<file path="config.mk">
export PLATFORM = sky130hd
export DESIGN_NAME = inst_encoder
export DESIGN_NICKNAME = d
export VERILOG_FILES = /design/src/rtl/inst_encoder_pkg.sv /design/src/rtl/inst_encoder_fmt.sv /design/src/rtl/inst_encoder.sv
export SDC_FILE = /design/constraint.sdc
export NUM_CORES = 1
export LEC_CHECK = 0
export CORE_UTILIZATION = 39
export CTS_CLUSTER_SIZE = 30
export DETAILED_ROUTE_END_ITERATION = 12
export PLACE_DENSITY = 0.7
export SYNTH_ARGS = -nofsm -noshare
export SYNTH_HDL_FRONTEND = slang
export SYNTH_SLANG_ARGS = --single-unit
</file>
<file path="constraint.sdc">
create_clock -name clk -period 2 [get_ports clk]
set_input_delay 0.3 -clock clk [delete_from_list [all_inputs] [get_ports clk]]
set_output_delay 0.3 -clock clk [all_outputs]
set_load 0.01 [all_outputs]
</file>
<file path="src/rtl/inst_encoder_pkg.sv">
// Shared definitions for the instruction loader: opcode values used by the processor
// control block, the instruction formats and the loader FSM states.
package inst_encoder_pkg;

  localparam logic [3:0] OP_ADD  = 4'h0;
  localparam logic [3:0] OP_SUB  = 4'h1;
  localparam logic [3:0] OP_AND  = 4'h2;
  localparam logic [3:0] OP_XOR  = 4'h3;
  localparam logic [3:0] OP_COM  = 4'h4;
  localparam logic [3:0] OP_MUL  = 4'h5;
  localparam logic [3:0] OP_ADDI = 4'h6;
  localparam logic [3:0] OP_SLL  = 4'h7;
  localparam logic [3:0] OP_SRL  = 4'h8;
  localparam logic [3:0] OP_LW   = 4'h9;
  localparam logic [3:0] OP_SW   = 4'hA;
  localparam logic [3:0] OP_BEQ  = 4'hB;
  localparam logic [3:0] OP_J    = 4'hC;
  localparam logic [3:0] OP_JAL  = 4'hD;
  localparam logic [3:0] OP_JR   = 4'hE;

  typedef enum logic [2:0] {
    FMT_R,
    FMT_I,
    FMT_B,
    FMT_J,
    FMT_JR,
    FMT_ILL
  } fmt_e;

  typedef enum logic [1:0] {
    ST_LOAD,
    ST_FLUSH,
    ST_DONE
  } state_e;

  // True when the 12-bit immediate is representable as a signed 4-bit field.
  function automatic logic simm4_ok(input logic [11:0] imm);
    return (imm[11:3] == 9'h000) || (imm[11:3] == 9'h1FF);
  endfunction

endpackage

</file>
<file path="src/rtl/inst_encoder_fmt.sv">
// Combinational format classifier: picks the instruction format for an opcode,
// packs the 16-bit word and flags illegal opcodes or out-of-range immediates.
module inst_fmt
  import inst_encoder_pkg::*;
(
  input  logic [3:0]  op_i,
  input  logic [3:0]  rd_i,
  input  logic [3:0]  rs_i,
  input  logic [3:0]  rt_i,
  input  logic [11:0] imm_i,
  output logic [15:0] word_o,
  output logic        err_o
);

  fmt_e fmt;
  logic range_ok;

  always_comb begin
    fmt      = FMT_ILL;
    range_ok = 1'b1;
    case (op_i)
      OP_ADD, OP_SUB, OP_AND, OP_XOR, OP_COM, OP_MUL: fmt = FMT_R;
      OP_ADDI, OP_LW, OP_SW: begin
        fmt      = FMT_I;
        range_ok = simm4_ok(imm_i);
      end
      OP_SLL, OP_SRL: begin
        fmt      = FMT_I;
        range_ok = (imm_i[11:4] == 8'h00);
      end
      OP_BEQ: begin
        fmt      = FMT_B;
        range_ok = simm4_ok(imm_i);
      end
      OP_J, OP_JAL: fmt = FMT_J;
      OP_JR:        fmt = FMT_JR;
      default:      fmt = FMT_ILL;
    endcase
  end

  // Out-of-range immediates are still written, truncated to the low nibble.
  always_comb begin
    word_o = 16'h0000;
    case (fmt)
      FMT_R:   word_o = {op_i, rd_i, rs_i, rt_i};
      FMT_I:   word_o = {op_i, rd_i, rs_i, imm_i[3:0]};
      FMT_B:   word_o = {op_i, rs_i, rt_i, imm_i[3:0]};
      FMT_J:   word_o = {op_i, imm_i};
      FMT_JR:  word_o = {op_i, 4'h0, rs_i, 4'h0};
      default: word_o = 16'h0000;
    endcase
    err_o = (fmt == FMT_ILL) || !range_ok;
  end

endmodule

</file>
<file path="src/rtl/inst_encoder.sv">
// Program loader: accepts instruction field bundles, encodes them and writes them
// into instruction memory while holding the processor, then releases it.
module inst_encoder
  import inst_encoder_pkg::*;
#(
  parameter int ADDR_W = 8
) (
  input  logic              clk,
  input  logic              rst,
  input  logic              in_valid,
  output logic              in_ready,
  input  logic [3:0]        in_op,
  input  logic [3:0]        in_rd,
  input  logic [3:0]        in_rs,
  input  logic [3:0]        in_rt,
  input  logic [11:0]       in_imm,
  input  logic              in_last,
  input  logic              start,
  output logic              imem_we,
  output logic [ADDR_W-1:0] imem_addr,
  output logic [15:0]       imem_wdata,
  output logic              cpu_hold,
  output logic              done,
  output logic              err,
  output logic              ovf
);

  state_e            state_q, state_d;
  logic [ADDR_W:0]   count_q, count_d;
  logic              we_q, we_d;
  logic [ADDR_W-1:0] addr_q, addr_d;
  logic [15:0]       wdata_q, wdata_d;
  logic              err_q, err_d;
  logic              ovf_q, ovf_d;

  logic [15:0] enc_word;
  logic        enc_err;
  logic        xfer;
  logic        full;

  inst_fmt u_fmt (
    .op_i   (in_op),
    .rd_i   (in_rd),
    .rs_i   (in_rs),
    .rt_i   (in_rt),
    .imm_i  (in_imm),
    .word_o (enc_word),
    .err_o  (enc_err)
  );

  assign xfer = in_valid && (state_q == ST_LOAD);
  // The extra count bit keeps the count from wrapping after the last address.
  assign full = (count_q == {1'b0, {ADDR_W{1'b1}}});

  always_comb begin
    state_d = state_q;
    count_d = count_q;
    we_d    = 1'b0;
    addr_d  = addr_q;
    wdata_d = wdata_q;
    err_d   = err_q;
    ovf_d   = ovf_q;
    case (state_q)
      ST_LOAD: begin
        if (xfer) begin
          we_d    = 1'b1;
          addr_d  = count_q[ADDR_W-1:0];
          wdata_d = enc_word;
          err_d   = err_q | enc_err;
          count_d = count_q + 1'b1;
          if (in_last || full) state_d = ST_FLUSH;
          if (full && !in_last) ovf_d = 1'b1;
        end
      end
      ST_FLUSH: state_d = ST_DONE;
      ST_DONE: begin
        if (start) begin
          state_d = ST_LOAD;
          count_d = '0;
          err_d   = 1'b0;
          ovf_d   = 1'b0;
        end
      end
      default: state_d = ST_LOAD;
    endcase
  end

  always_ff @(posedge clk) begin
    if (rst) begin
      state_q <= ST_LOAD;
      count_q <= '0;
      we_q    <= 1'b0;
      addr_q  <= '0;
      wdata_q <= 16'h0000;
      err_q   <= 1'b0;
      ovf_q   <= 1'b0;
    end else begin
      state_q <= state_d;
      count_q <= count_d;
      we_q    <= we_d;
      addr_q  <= addr_d;
      wdata_q <= wdata_d;
      err_q   <= err_d;
      ovf_q   <= ovf_d;
    end
  end

  assign in_ready   = (state_q == ST_LOAD);
  assign cpu_hold   = (state_q != ST_DONE);
  assign done       = (state_q == ST_DONE);
  assign imem_we    = we_q;
  assign imem_addr  = addr_q;
  assign imem_wdata = wdata_q;
  assign err        = err_q;
  assign ovf        = ovf_q;

endmodule

</file>
; ---- After elaboration in Yosys (flattened, before gate mapping)
; Cells that the tools add are included.
[word_totals]
register_bits = 38
in_bits = 33
out_inout_bits = 30
word_cells = 78
[classes]
addsub = 1
eq_ne = 28
n_mux = 17
bitwise_logic = 2
reduce_logical = 23
[ops]
columns = operator, n
row1 = 16-bit case mux with 5 select lines, 1
row2 = 4-bit == test (second input constant), 7
row3 = 9-bit 2-to-1 mux, 2
row4 = 9-bit case mux with 2 select lines, 1
row5 = 4-bit by 3-bit == test with 1-bit output (second input constant), 4
row6 = 3-bit case mux with 5 select lines, 1
row7 = 9-bit by 1-bit adder with 9-bit output (second input constant), 1
row8 = 9-bit by 8-bit == test with 1-bit output (second input constant), 1
row9 = 9-bit == test (second input constant), 1
row10 = 9-bit logical NOT, 1
row11 = 4-bit by 2-bit == test with 1-bit output (second input constant), 2
row12 = 8-bit logical NOT, 1
row13 = 3-bit by 2-bit == test with 1-bit output (second input constant), 2
row14 = 3-bit == test (second input constant), 2
row15 = 2-bit 2-to-1 mux, 3
row16 = 2-bit by 1-bit inequality test with 1-bit output (second input constant), 3
row17 = 1-bit case mux with 2 select lines, 3
row18 = 2-bit case mux with 3 select lines, 1
row19 = 3-bit AND reduction, 2
row20 = 2-bit OR reduction, 3
row21 = 6-bit OR reduction, 1
row22 = 1-bit 2-to-1 mux, 5
row23 = 5-bit OR reduction, 1
row24 = 4-bit by 1-bit == test with 1-bit output (second input constant), 1
row25 = 16 further kinds, 21

; ---- Longest topological paths before layout
; Gate-level depths: netlist of the first run.
[depth]
depth_word = 8
ltp_mapped = 7

; ---- Modules after synthesis
; From an unflattened synthesis of the first run, not the netlist that was laid out.
[unflattened]
cells_unflattened = 243
hier_area_um2 = 1949.4
[modules_own_cells]
columns = module, n_inst, cells_each, area_each_um2
row1 = inst_encoder, 1, 178, 1512.7
row2 = inst_fmt, 1, 65, 436.7

; ---- Least setup slack after synthesis of the first run
; Ideal clock, no wire load.
[synth_path]
kind = flip-flop to flip-flop
startpoint = register state_q[1]
endpoint = register wdata_q[10] (netlist: imem_wdata[10])
setup_time_ns = 0.132
arrival_time_ns = 1.199
required_ns = 1.868
path_slack_ns = 0.668
path_stages_with_launch = 7
path_buffers = 3
period_less_slack_ns = 1.332
path_cell_list = dfxtp_1 -> buf_6 -> or3b_1 -> buf_6 -> buf_2 -> nand2_1 -> a21oi_1
[synth_via]
elab_chain_cells = 3
[synth_rtl]
columns = element, line
row1 = start: declaration, inst_encoder.sv:28  ; state_e state_q, state_d;
row2 = start signal: assignment, inst_encoder.sv:98  ; state_q <= state_d;
row3 = 2-bit logical NOT *, "inst_encoder.sv:51, inst_encoder.sv:63"
row4 = 1-bit logical AND, inst_encoder.sv:51  ; assign xfer = in_valid && (state_q == ST_LOAD);
row5 = 2-bit AND reduction (no line) *, -
row6 = end signal: assignment, inst_encoder.sv:102  ; wdata_q <= wdata_d;
row7 = end: declaration, inst_encoder.sv:32  ; logic [15:0] wdata_q, wdata_d;
; Mark *: on every way between the ends. The rest lies on a longest branch, timed or not.
; A chain may end at the register's enable or synchronous reset.

; ---- Final worst setup path of the first run
[layout_path]
startpoint = register state_q[1]
endpoint = output port done
[layout_via]
elab_chain_cells = 1
[layout_rtl]
columns = element, line
row1 = 2-bit == test, inst_encoder.sv:110  ; assign done = (state_q == ST_DONE);
row2 = end: declaration, inst_encoder.sv:23  ; output logic done,
; Every way passes these cells.

==> results of run 1 <==
==> cell type report <==
class	instances	area, um2
Tap cell	54	67.6
Clock buffer	5	68.8
Inverter	4	15.0
Timing Repair Buffer	71	701
Sequential cell	38	762
Clock inverter	3	68.8
Multi-Input combinational cell	171	1020
Fill cell	446	1990
==> power by group <==
part           switching, mW  internal [mW]  total, mW
registers             0.0240          0.790      0.814
logic                  0.159          0.180      0.339
clock network          0.285          0.500      0.785
total                  0.468           1.47       1.94
==> placed cells by master (no fill, tap or decap), drive strengths merged, types with 2 or more instances in the layout <==
master / instances
a21o: 10
a21oi: 21
a22oi: 9
buf: 9
bufinv: 2
clkbuf: 5
clkdlybuf4s50: 62
dfxtp: 38
ha: 2
inv: 4
mux2i: 7
nand2: 35
nand3: 12
nand4: 3
nor2: 21
nor3: 5
nor3b: 2
nor4: 7
o211a: 4
o21ai: 11
xnor2: 6
==> timing repair <==
action                     in CTS  in global routing
hold buffers                    0                  0
setup endpoints to repair       0                  1
gates resized for setup         0                  1
==> metrics by stage <==
stage                     util (%)  std cells  hold slack [ps]  cell area, um2
final                         57.7        346              455            2710
after global routing          57.7        346              482            2710
after CTS                     57.6        346              461            2700
after detailed placement      54.7        338              450            2570
after global placement        54.7        338              443            2570
after floorplan                  -        231              372            1900
==> worst paths after layout <==
kind / start / endpoint / slack (ps) / cells after the start
worst min register to register: imem_addr[7] / imem_addr[7] / 460 / 2
worst max register to register: state_q[1] / err / 510 / 5
worst min-delay path: imem_addr[7] / imem_addr[7] / 460 / 2
worst max-delay path: state_q[1] / done / 110 / 2
==> worst max-delay path: stages (launching register included) <==
cell and delay, ps:
dfxtp_1 470, nor2b_1 260, clkdlybuf4s50_1 570
==> layer usage <==
metal | GRT usage [%] | vias up | part of all wire [%]
met3 | 4.78 | 11 | 6.1
met1 | 25.5 | 877 | 44
met4 | 10.9 | 0 | 3.0
li1 | - | 943 | -
met2 | 32.9 | 66 | 46
met5 | 0 | - | 0
==> sequential cells by signal, summed over array words and instances, names as in the netlist <==
name and cells:
imem_wdata 16, count_q 9, imem_we 1, state_q 2, imem_addr 8, ovf 1, err 1
==> cells by family (layout without fill, tap and decap cells) <==
group / Yosys count / count (layout)
and+or+nand+nor: 93 / 93
AOI/OAI and AO/OA: 63 / 63
DFF: 38 / 38
buffers and inverters: 22 / 83
muxes: 7 / 7
xor gates and xnor gates: 6 / 6
adders and majority gates: 2 / 2
==> results.ini, run 1 <==
[yosys]
synth_cell_types = 41
syn_area_per_cell_um2 = 8.23
postSynthCellCount = 231
async_flop_share_pct = 0
synth-seq-area-share_pct = 40.0
synth-simple-area-share_pct = 24.2
synth_edf_count = 0
synth_area_leaders = dfxtp_1 40%, nand2_1 6.7%, a21oi_1 5.5%, a21o_1 3.9%, nor2_1 3.9%
syn-num-nets = 266
yosys-top-cells-count = 38 x dfxtp_1, 34 x nand2_1, 21 x a21oi_1, 20 x nor2_1, 12 x nand3_1
yosysWarningCount = 0
synth_fa_ha_area_share_pct = 1.32
yosys.area.top_type = dfxtp_1
synth_compound_area_share_pct = 21.9
synth_xor_area_share_pct = 2.76
syn_area_um2 = 1900
synth_ff_type = dfxtp_1
ys_seq_elements = 38
synth_most_common_cell = dfxtp_1
synth.area.mux_share_pct = 3.69
synth_top_family_by_area = simple AND/OR/NAND/NOR gates
synth_top_area_share_pct = 40.0

[worst_setup_path]
critPathArrivalTime_ps = 1590
end_kind = output pin
worstPathMaxFanout = 7
worstSetupPathType = flop to output pin
worstSetupStartpointType = flop
required_ps = 1700

[pwr]
p_leak_nw = 1.01
ir_drop_mv = 0.396
powerDensity_nw_per_um2 = 716
power.total_mw = 1.94

[sta]
finalWorstSetupSlack_ps = 107
fin_crit_sh_pct = 94.7
slew-limit-headroom_pct = 72.7
setup_viol = 0
hold_violations = 0
tns_ps = 0
min_period_ps = 1890
rsz0062_at_grt = no
tightest_slew_ps = 408
fmax_mhz = 528
fin_worst_skew_ps = 10.1
final_max_slew_viol_count = 0

[clock_network]
clk_pin_slew_ps = 70
tritoncts = built
cts_max_level = 2
cts.root.buffer_cell = clkbuf_8
cts.sinks = 38
ctsLongestPathBuffers = 2
insertion_delay_ps = 290
postCtsSetupBuffers = 0
cts_buffers = 5

[grt]
grt_usage_pct = 20.5
grt-ovfl-total = 0
grt_start_max_net_pins = 30
grt_pass1_vias = 1754
grt_pass1_wl_mm = 8.11
antenna_found_initial = 0

[die]
fp.dieH_um = 71.8
dieWidth_um = 71.8
core_area_um2 = 4690
initial_core_util_pct = 40.5
num_rows = 25
pin_count = 63
dieArea_um2 = 5160

[finish]
fin_nets = 326
drive_above_1_share_pct = 7.88
n_antenna_cell = 0
area_growth_pct = 42.3

[detailed_routing]
vias = 1897
routed_wirelength_mm = 5.03
drcViolationCount = 0
final_antenna_net_count = 0
dr.pass1.iters = 4
dr.first_iter.drc_count = 142
post_drt_via_cell_ratio = 5.48
wl_per_cell_um = 14.5

[placed_design]
place.gp.congestion = 0.803
hpwl_mm = 3.67
io_buffers = 62
dp_slack_ps = 117

[worst_hold_path]
hp-class = flop to flop

[outcome]
status = finished, final reports clean

[flow_run]
cap_violations = 0

(Power assumes the default switching activity.)
==> run 2: changes to the inputs <==
ABC_CLOCK_PERIOD_IN_PS = 2000   (was default)
CORE_MARGIN = 2   (was default)
==> results.ini, run 2 (synthesized netlist as in run 1, its figures left out) <==
[sta]
hold_violations = 0
whs_ps = 453
setup_viol = 0
tightest_slew_ps = 438
fin_worst_skew_ps = 6.45
slew-limit-headroom_pct = 70.7
rsz0062_at_grt = no
fin_crit_sh_pct = 95.6
min_period_ps = 1910
tns_ps = 0
fmax_mhz = 523
final_max_slew_viol_count = 0

[worst_setup_path]
required_ps = 1700
critPathArrivalTime_ps = 1610
worstSetupStartpointType = flop
worstPathMaxFanout = 7
worstSetupPathType = flop to output pin
end_kind = output pin

[clock_network]
cts.sinks = 38
cts_max_level = 2
cts.root.buffer_cell = clkbuf_8
tritoncts = built
postCtsSetupBuffers = 0
cts_buffers = 5
insertion_delay_ps = 290
ctsLongestPathBuffers = 2
clk_pin_slew_ps = 70

[finish]
drive_above_1_share_pct = 7.56
design_area_um2 = 2680
layout_common_cells = 62 x clkdlybuf4s50_1, 37 x dfxtp_1, 34 x nand2_1, 21 x a21oi_1, 20 x nor2_1
largest_reg_flops = 16
final_common_cell = clkdlybuf4s50_1
area_growth_pct = 41.2
n_antenna_cell = 0
nFillCells = 437
fin_nets = 326

[detailed_routing]
dr.first_iter.drc_count = 160
dr.pass1.iters = 4
routed_wirelength_mm = 4.77
wl_per_cell_um = 13.3
drcViolationCount = 0
vias = 1839
final_antenna_net_count = 0
post_drt_via_cell_ratio = 5.14

[pwr]
p_leak_nw = 0.990
powerDensity_nw_per_um2 = 674
ir_drop_mv = 0.361

[grt]
antenna_found_initial = 0
grt_usage_pct = 18.0
met2_usage_pct = 28.1
grt_use_met1_pct = 24.2
grt-ovfl-total = 0
grt_pass1_wl_mm = 7.68
grt_start_max_net_pins = 30
grt_use_met3_pct = 5.21
busiest_layer = met2
grt_pass1_vias = 1668

[worst_hold_path]
hp-class = flop to flop

[die]
fp.dieH_um = 73.8
initial_core_util_pct = 40.2
dieArea_um2 = 5450
num_rows = 25
pin_count = 63
dieWidth_um = 73.8
core_area_um2 = 4720

[placed_design]
place.gp.congestion = 0.913
io_buffers = 62
placed_area_um2 = 2570
hpwl_mm = 3.48

[flow_run]
cap_violations = 0

[outcome]
status = finished, final reports clean

-- run 2: worst max-delay path, cell delays in order, from the launching register on --
cell and delay [ps]:
dfxtp_1 480, nor2b_1 270, clkdlybuf4s50_1 580
-- run 2: worst paths after layout --
check	start	endpoint	slack (ps)	cells after the start
max	state_q[1]	done	90	2
min	imem_wdata[14]	imem_wdata[14]	450	2
max reg2reg	state_q[1]	imem_wdata[6]	500	4
min reg2reg	imem_wdata[14]	imem_wdata[14]	450	2
-- run 2: area by class of cell --
class | instances | area [um2] | area share (%)
multi-input combinational | 171 | 1020 | 38.1
sequential | 38 | 762 | 28.4
timing repair buffer | 71 | 688 | 25.6
tap | 67 | 83.8 | 3.12
clock buffer | 6 | 82.6 | 3.08
clock inverter | 1 | 30.0 | 1.12
inverter | 4 | 15.0 | 0.559
-- run 2: per-layer routing --
| metal | vias to the layer above | routed length (um) |
|---|---|---|
| li1 | 938 | - |
| met1 | 837 | 2280 |
| met2 | 62 | 2100 |
| met3 | 2 | 370 |
| met4 | 0 | 23 |
| met5 | - | 0 |
-- run 2: stage by stage --
stage	power [mW]	util, %	setup slack [ps]	std cells
finish	1.81	56.8	87.2	358
global route	1.89	56.8	27.1	358
CTS	1.83	56.8	40.6	358
detailed placement	1.16	54.4	59.5	351
global placement	1.16	54.4	92.6	351
floorplan	0.993	-	668	231
-- run 2: repair_timing --
action / in CTS / in global routing
setup endpoints to repair: 0 / 1
hold buffers: 0 / 0
resized for setup: 0 / 1
-- run 2: where the power goes --
group / internal (mW) / total, mW / switching, mW
registers: 0.790 / 0.813 / 0.0233
clock network: 0.399 / 0.665 / 0.266
logic: 0.176 / 0.330 / 0.155
total: 1.36 / 1.81 / 0.444
